`config.mk`:
```
export PLATFORM = sky130hd
export DESIGN_NAME = control_sequencer_flat
export DESIGN_NICKNAME = d
export VERILOG_FILES = /design/src/rtl/control_sequencer_if.sv /design/src/rtl/control_sequencer.sv /design/src/flat_wrapper.sv
export SDC_FILE = /design/constraint.sdc
export NUM_CORES = 1
export LEC_CHECK = 0
export CELL_PAD_IN_SITES_DETAIL_PLACEMENT = 2
export CELL_PAD_IN_SITES_GLOBAL_PLACEMENT = 2
export CORE_MARGIN = 2
export CORE_UTILIZATION = 24
export CTS_CLUSTER_SIZE = 28
export DETAILED_ROUTE_END_ITERATION = 6
export PLACE_DENSITY = 0.84
export SLEW_MARGIN = 10
export SYNTH_ARGS = -nofsm -noshare
export SYNTH_HDL_FRONTEND = slang
export SYNTH_SLANG_ARGS = --single-unit
export TNS_END_PERCENT = 30
```
`constraint.sdc`:
```
create_clock -name clk -period 4.3 [get_ports clk]
set_clock_uncertainty 0.15 [all_clocks]
set_input_delay 1.075 -clock clk [delete_from_list [all_inputs] [get_ports clk]]
set_output_delay 1.075 -clock clk [all_outputs]
set_load 0.01 [all_outputs]
```
`src/rtl/control_sequencer_if.sv`:
```
// Control bundle between the microcode sequencer and the CPU datapath.
// The sequencer is the master: it reads opcode/flags and drives every control line.
interface control_sequencer_if;
    logic [3:0] ir_op;
    logic       cf;
    logic       zf;
    logic [2:0] step;
    logic       hlt;
    logic       mi;
    logic       ri;
    logic       ro;
    logic       ii;
    logic       io;
    logic       ai;
    logic       ao;
    logic       bi;
    logic       oi;
    logic       ce;
    logic       co;
    logic       j;
    logic       su;
    logic       eo;
    logic       fi;

    modport master (
        input  ir_op, cf, zf,
        output step, hlt, mi, ri, ro, ii, io, ai, ao, bi, oi, ce, co, j, su, eo, fi
    );

    modport slave (
        output ir_op, cf, zf,
        input  step, hlt, mi, ri, ro, ii, io, ai, ao, bi, oi, ce, co, j, su, eo, fi
    );
endinterface

```
`src/rtl/control_sequencer.sv`:
```
// Microcode step counter and instruction decoder for the 8-bit CPU.
// Control lines are decoded combinationally from the current step, opcode and flags.
module control_sequencer #(
    parameter int MAX_STEPS = 5,
    parameter bit EARLY_END = 1'b1
) (
    input  logic                clk,
    input  logic                clr,
    control_sequencer_if.master bus
);

    typedef enum logic [2:0] {
        T0 = 3'd0,
        T1 = 3'd1,
        T2 = 3'd2,
        T3 = 3'd3,
        T4 = 3'd4
    } step_t;

    typedef enum logic [3:0] {
        OP_NOP = 4'h0,
        OP_LDA = 4'h1,
        OP_ADD = 4'h2,
        OP_SUB = 4'h3,
        OP_STA = 4'h4,
        OP_LDI = 4'h5,
        OP_JMP = 4'h6,
        OP_JC  = 4'h7,
        OP_JZ  = 4'h8,
        OP_OUT = 4'hE,
        OP_HLT = 4'hF
    } opcode_t;

    localparam step_t FINAL_STEP = step_t'(3'(MAX_STEPS - 1));

    step_t      step;
    step_t      last_step;
    logic       halted;
    logic [3:0] op;

    assign op       = bus.ir_op;
    assign bus.step = step;

    // The opcode is only known from T2 onward, so NOP-class opcodes still
    // spend one empty T2 before returning to T0.
    always_comb begin
        last_step = FINAL_STEP;
        if (EARLY_END) begin
            case (op)
                OP_LDA, OP_STA: last_step = T3;
                OP_ADD, OP_SUB: last_step = T4;
                default:        last_step = T2;
            endcase
        end
    end

    always_ff @(posedge clk) begin
        if (clr) begin
            step   <= T0;
            halted <= 1'b0;
        end else if (!halted) begin
            if (step == T2 && op == OP_HLT) begin
                halted <= 1'b1;
            end else if (step >= T2 && step >= last_step) begin
                step <= T0;
            end else begin
                step <= step_t'(step + 3'd1);
            end
        end
    end

    // EO and FI are active-low; the default leaves both deasserted.
    always_comb begin
        bus.hlt = 1'b0;
        bus.mi  = 1'b0;
        bus.ri  = 1'b0;
        bus.ro  = 1'b0;
        bus.ii  = 1'b0;
        bus.io  = 1'b0;
        bus.ai  = 1'b0;
        bus.ao  = 1'b0;
        bus.bi  = 1'b0;
        bus.oi  = 1'b0;
        bus.ce  = 1'b0;
        bus.co  = 1'b0;
        bus.j   = 1'b0;
        bus.su  = 1'b0;
        bus.eo  = 1'b1;
        bus.fi  = 1'b1;
        if (clr) begin
            bus.hlt = 1'b0;
        end else if (halted) begin
            bus.hlt = 1'b1;
        end else begin
            case (step)
                T0: begin
                    bus.co = 1'b1;
                    bus.mi = 1'b1;
                end
                T1: begin
                    bus.ro = 1'b1;
                    bus.ii = 1'b1;
                    bus.ce = 1'b1;
                end
                T2: begin
                    case (op)
                        OP_LDA, OP_ADD, OP_SUB, OP_STA: begin
                            bus.io = 1'b1;
                            bus.mi = 1'b1;
                        end
                        OP_LDI: begin
                            bus.io = 1'b1;
                            bus.ai = 1'b1;
                        end
                        OP_JMP: begin
                            bus.io = 1'b1;
                            bus.j  = 1'b1;
                        end
                        OP_JC: begin
                            bus.io = bus.cf;
                            bus.j  = bus.cf;
                        end
                        OP_JZ: begin
                            bus.io = bus.zf;
                            bus.j  = bus.zf;
                        end
                        OP_OUT: begin
                            bus.ao = 1'b1;
                            bus.oi = 1'b1;
                        end
                        OP_HLT: bus.hlt = 1'b1;
                        default: bus.hlt = 1'b0;
                    endcase
                end
                T3: begin
                    case (op)
                        OP_LDA: begin
                            bus.ro = 1'b1;
                            bus.ai = 1'b1;
                        end
                        OP_ADD, OP_SUB: begin
                            bus.ro = 1'b1;
                            bus.bi = 1'b1;
                        end
                        OP_STA: begin
                            bus.ao = 1'b1;
                            bus.ri = 1'b1;
                        end
                        default: bus.hlt = 1'b0;
                    endcase
                end
                T4: begin
                    if (op == OP_ADD || op == OP_SUB) begin
                        bus.eo = 1'b0;
                        bus.ai = 1'b1;
                        bus.fi = 1'b0;
                        bus.su = (op == OP_SUB);
                    end
                end
                default: bus.hlt = 1'b0;
            endcase
        end
    end

endmodule

```
`src/flat_wrapper.sv`:
```
// flat-port wrapper written by rule: the top's interface ports become plain ports
module control_sequencer_flat 
#(
    parameter int MAX_STEPS = 5,
    parameter bit EARLY_END = 1'b1
)
  (clk, clr, bus_ir_op, bus_cf, bus_zf, bus_step, bus_hlt, bus_mi, bus_ri, bus_ro, bus_ii, bus_io, bus_ai, bus_ao, bus_bi, bus_oi, bus_ce, bus_co, bus_j, bus_su, bus_eo, bus_fi);
  control_sequencer_if bus_i ();
  input  logic clk;
  input  logic clr;
  input wire logic [$bits(bus_i.ir_op)-1:0] bus_ir_op;
  input wire logic [$bits(bus_i.cf)-1:0] bus_cf;
  input wire logic [$bits(bus_i.zf)-1:0] bus_zf;
  output wire logic [$bits(bus_i.step)-1:0] bus_step;
  output wire logic [$bits(bus_i.hlt)-1:0] bus_hlt;
  output wire logic [$bits(bus_i.mi)-1:0] bus_mi;
  output wire logic [$bits(bus_i.ri)-1:0] bus_ri;
  output wire logic [$bits(bus_i.ro)-1:0] bus_ro;
  output wire logic [$bits(bus_i.ii)-1:0] bus_ii;
  output wire logic [$bits(bus_i.io)-1:0] bus_io;
  output wire logic [$bits(bus_i.ai)-1:0] bus_ai;
  output wire logic [$bits(bus_i.ao)-1:0] bus_ao;
  output wire logic [$bits(bus_i.bi)-1:0] bus_bi;
  output wire logic [$bits(bus_i.oi)-1:0] bus_oi;
  output wire logic [$bits(bus_i.ce)-1:0] bus_ce;
  output wire logic [$bits(bus_i.co)-1:0] bus_co;
  output wire logic [$bits(bus_i.j)-1:0] bus_j;
  output wire logic [$bits(bus_i.su)-1:0] bus_su;
  output wire logic [$bits(bus_i.eo)-1:0] bus_eo;
  output wire logic [$bits(bus_i.fi)-1:0] bus_fi;
  assign bus_i.ir_op = bus_ir_op;
  assign bus_i.cf = bus_cf;
  assign bus_i.zf = bus_zf;
  assign bus_step = bus_i.step;
  assign bus_hlt = bus_i.hlt;
  assign bus_mi = bus_i.mi;
  assign bus_ri = bus_i.ri;
  assign bus_ro = bus_i.ro;
  assign bus_ii = bus_i.ii;
  assign bus_io = bus_i.io;
  assign bus_ai = bus_i.ai;
  assign bus_ao = bus_i.ao;
  assign bus_bi = bus_i.bi;
  assign bus_oi = bus_i.oi;
  assign bus_ce = bus_i.ce;
  assign bus_co = bus_i.co;
  assign bus_j = bus_i.j;
  assign bus_su = bus_i.su;
  assign bus_eo = bus_i.eo;
  assign bus_fi = bus_i.fi;
  control_sequencer #(.MAX_STEPS(MAX_STEPS), .EARLY_END(EARLY_END)) u_core (.clk(clk), .clr(clr), .bus(bus_i));
endmodule
```
Word-level counts from Yosys, hierarchy flattened
Index checks and enable logic that the tools add are counted.

Reduce and logical (&&, ||, !) cells: 10. Bitwise gates (word level): 2. Equality and inequality tests: 14. Muxes and demuxes: 59. $lt $le $gt $ge: 2. Add/subtract/negate cells: 1.

Operator list (count): 2-to-1 mux 1 bit (51); equality test 4 x 3 -> 1 bit, second input constant (4); equality test 4 bit, second input constant (3); one-hot mux 1 bit (3 select lines) (3); equality test 4 x 2 -> 1 bit, second input constant (2); equality test 3 x 2 -> 1 bit, second input constant (2); one-hot mux 1 bit (2 select lines) (3); one-hot mux 3 bit (2 select lines) (1); OR reduction 6 bit (1); equality test 4 x 1 -> 1 bit, second input constant (1); OR reduction 2 bit (2); OR reduction 4 bit (1); adder 3 x 1 -> 3 bit, second input constant (1); equality test 3 x 1 -> 1 bit, second input constant (1); equality test 3 bit, second input constant (1); greater-or-equal comparator 3 x 2 -> 1 bit, second input constant (1); greater-or-equal comparator 3 bit (1); logical NOT 3 bit (1); 2-to-1 mux 3 bit (1); OR reduction 3 bit (1); logical AND 1 bit (2); inverter 1 bit (2); AND reduction 2 bit (1); logical OR 1 bit (1).

Register bits after elaboration: 4. Word-level logic and storage cells: 90. Input port bits: 8. Output and inout port bits: 19.

Longest topological paths before layout
Depth after elaboration: 6. Depth in mapped cells: 8. Depth with buffers taken out: 7.

Least setup slack after synthesis
Ideal clock, no wire load.

Kind: input to output. Start: input port bus_ir_op[3]. End: output port bus_su. Setup slack: 1146 ps. Arrival time: 1929 ps. Required time: 3075 ps. Stages on the path: 6. Buffers on the path: 1. Path through: buf_2 -> nor2_2 -> nand2_1 -> inv_2 -> nand4_1 -> nor2_1.

Word-level cells in the longest chain between the ends: 6. Elaborated cells between the ends (all ways): 7. Classes of those cells: eq/ne: 2; mux: 4; reduce/logical: 1.

RTL lines: start, declared (line flat_wrapper.sv:11) `input wire logic [$bits(bus_i.ir_op)-1:0] bus_ir_op;`; equality test 4 x 2 -> 1 bit, on equally long branches (line control_sequencer.sv:153, control_sequencer.sv:157); logical OR 1 bit (line control_sequencer.sv:153) `if (op == OP_ADD || op == OP_SUB) begin`; 2-to-1 mux 1 bit (*) (line control_sequencer.sv:153); 2-to-1 mux 1 bit (*) (line control_sequencer.sv:95) `case (step)`; 2-to-1 mux 1 bit (*) (line control_sequencer.sv:92) `end else if (halted) begin`; 2-to-1 mux 1 bit (*) (line control_sequencer.sv:90) `if (clr) begin`; end, declared (line flat_wrapper.sv:28) `output wire logic [$bits(bus_i.su)-1:0] bus_su;`.

Mark *: on every way between the ends. The rest lies on a longest branch, timed or not.

Worst setup path in the final report
Start: input port bus_ir_op[1]. End: output port bus_io.

Word-level cells in the longest chain between the ends: 6. Elaborated cells between the ends (all ways): 13. Classes of those cells: eq/ne: 8; mux: 4; reduce/logical: 1.

RTL lines: equality test 4 x 3 -> 1 bit, or another cell as far along (line control_sequencer.sv:106) `case (op)`; OR reduction 6 bit (no source line); one-hot mux 1 bit (3 select lines) (*) (line control_sequencer.sv:106); 2-to-1 mux 1 bit (*) (line control_sequencer.sv:95); 2-to-1 mux 1 bit (*) (line control_sequencer.sv:92); 2-to-1 mux 1 bit (*) (line control_sequencer.sv:90); end, declared (line flat_wrapper.sv:20) `output wire logic [$bits(bus_i.io)-1:0] bus_io;`.

Marks and branches as above.

==> flow_summary.yaml <==
synthesis:
  synth_area_um2: 621
  synth-async-reset-ratio: 0
  synth_top_area_frac: 0.161
  synth_ff_type: "dfxtp_1"
  syn-num-nets: 94
  synth_seq_cells: 4
  yosys_warnings: 0
  yosysTopAreaCell: "ha_1"
  netlist_top_cells_area: "ha_1 16%, dfxtp_1 13%, nor3_1 4.8%"
  ys_types: 39
  synthCells: 78
  synth_edf_count: 0
  ys_seq_area_frac: 0.129
  syn_area_per_cell_um2: 7.96
route:
  viasPerCell: 5.06
  routed_wl_mm: 2.06
  dr.pass1.iters: 2
  wire_per_inst_um: 15.4
  drc: 0
  antenna_left: 0
  num_vias: 678
  drtIter0Drc: 1
global_routing:
  globalRouteOverflowTotal: 0
  grt_pass1_vias: 772
  use_met2: 0.290
  grt-busiest-layer: "met2"
  grt_first_pass_wirelength_mm: 3.42
  use_met1: 0.181
  grtUsageTotal: 0.161
  antenna_found_initial: 0
  grt_max_degree: 11
  use_met3: 0.0191
pwr:
  peakVddDrop_uv: 222
  intPower_mw: 0.174
  sw_frac_of_total: 0.439
  p_per_area_nw_per_um2: 336
  clkPwrFrac: 0.156
  netSwitchingPower_mw: 0.137
  leakagePower_nw: 0.354
  combPwrFrac: 0.624
  sequentialPowerShare: 0.221
hold_path:
  hold_path_end: "u_core.halted"
  holdPathStages: 2
  holdCritStartpoint: "u_core.halted"
  min_path_type: "register to register"
clock_tree:
  cts_sinks: 4
  clk_pin_slew_ns: 0.03
  hold_buffers: 0
  insertion_delay_ns: 0.24
  cts_resized: 0
  numCtsBuffers: 3
  clock_path_buffers: 2
  clockRootBuffer: "clkbuf_4"
  post_cts_buffers: 0
  cts_tree: "yes"
  htree_levels: 1
setup_path:
  rr_startpoint: "u_core.bus.step[0]"
  critPathArrivalTime_ns: 2.88
  critPathRequiredTime_ns: 3.07
  r2r_cells: 6
  rrSetupSlack_ns: 2.50
  path_class: "input port to primary output"
  crit_path_start: "bus_ir_op[1]"
  setup.worst_path.end_class: "primary output"
  reg2reg_to: "u_core.bus.step[2]"
  worst_setup_path_start_kind: "input port"
  crit_path_max_fanout: 8
timing:
  fmax_mhz: 244
  post-route-period-util: 0.954
  setup-tns-final_ns: 0
  rsz0062_at_grt: "false"
  max_slew_margin: 0.714
  worstMarginPinSlew_ns: 0.429
  final_max_slew_viol_count: 0
  final-setup-viol-count: 0
  period_minus_slack_ns: 4.10
  hold_viol: 0
finish:
  final_area_um2: 926
  diodes: 0
  drive_gt1_frac: 0.183
  fillers: 291
  regArea_um2: 80.1
  multiInputGateArea_um2: 483
  fin_util: 0.377
  nNetsFinal: 122
  area_growth_pct: 49.2
placed_design:
  hpwl_mm: 1.72
  gp_congestion: 0.758
  dpl-instance-area_um2: 898
  port_buffers: 26
floorplan:
  fp.dieW_um: 54.9
  core_um2: 2450
  num_rows: 18
  io_pins: 27
  die_h_um: 54.9
  dieArea_um2: 3010
  initial_core_util: 0.253
run:
  drv_cap: 0
status:
  status: "complete, no violations"
[Yosys cell counts (2+ instances only)]
cell type and instances:
nor2_1 7, o2bb2ai_1 2, nand4_1 2, inv_1 5, ha_1 8, and2_1 2
dfxtp_1 4, nand3_1 3, buf_4 4, nor3_1 6, a21oi_1 4, o21ai_0 2
nand2_1 3
[through the flow]
step                      setup slack (ns)  power, mW  cells  hold slack, ns
final                                0.197      0.311    134           0.431
after CTS                           0.0513      0.319    134           0.438
after detailed placement            0.0556      0.266    131           0.429
after global routing                0.0409      0.345    134           0.452
after floorplan                       1.15      0.180     78           0.375
after global placement              0.0745      0.255    131           0.412
[worst max path at each step]
| stage | end | depth (start not counted) |
|---|---|---|
| finish | bus_io | 5 |
| detailed placement | bus_su | 7 |
| global placement | bus_su | 7 |
| global route | bus_su | 5 |
| CTS | bus_su | 7 |
| floorplan | bus_su | 6 |
[cells in the final DEF (no fill, tap or decap), types with 2 or more instances in the layout]
cell type / synthesis / final
buf_4: 4 / 2
nand4_1: 2 / 2
dfxtp_1: 4 / 4
and2_1: 2 / 2
ha_1: 8 / 8
clkbuf_4: 0 / 3
nor3_1: 6 / 6
dlymetal6s2s_1: 0 / 2
o21ai_0: 2 / 2
a21oi_1: 4 / 4
o2bb2ai_1: 2 / 2
inv_1: 5 / 5
clkdlybuf4s50_1: 0 / 24
nand3_1: 3 / 3
nor2_1: 7 / 7
nand2_1: 3 / 3
[power groups by stage]
stage | Combinational [mW] | Clock, mW | Sequential [mW]
2_1_floorplan | 0.112 | 0 | 0.0677
3_3_place_gp | 0.187 | 0 | 0.0684
3_5_place_dp | 0.197 | 0 | 0.0691
5_1_grt | 0.217 | 0.0568 | 0.0706
4_1_cts | 0.198 | 0.0520 | 0.0687
6_report | 0.194 | 0.0485 | 0.0687
[state kept, by name, summed over array words and instances, names as in the netlist]
| signal | count |
|---|---|
| u_core.halted | 1 |
| u_core.bus.step | 3 |
[final cells by class]
| type | instances | share of cell area |
|---|---|---|
| Sequential cell | 4 | 0.0865 |
| Tap cell | 30 | 0.0405 |
| Timing Repair Buffer | 28 | 0.303 |
| Multi-Input combinational cell | 63 | 0.522 |
| Clock buffer | 3 | 0.0243 |
| Inverter | 6 | 0.0243 |
[critical path: stages]
cell and delay (ns):
clkdlybuf4s50_1 0.55, nor2_1 0.20, a21boi_0 0.12, a2111oi_2 0.34, clkdlybuf4s50_1 0.59
[kinds of logic after synthesis]
| family | Yosys count | share of synthesized area |
|---|---|---|
| muxes | 1 | 0.0181 |
| DFF | 4 | 0.129 |
| adders and majority gates | 8 | 0.161 |
| and+or+nand+nor | 38 | 0.407 |
| xor gates and xnor gates | 1 | 0.0141 |
| buffers and inverters | 11 | 0.0927 |
| AOI/OAI and AO/OA | 15 | 0.177 |
[per-layer routing]
metal	vias up	routed length, um	share of wire
li1	331	-	-
met1	321	880	0.43
met2	22	1040	0.51
met3	4	91	0.044
met4	0	46	0.022
met5	-	0	0
Note: power is estimated with default switching activity, not from simulation.
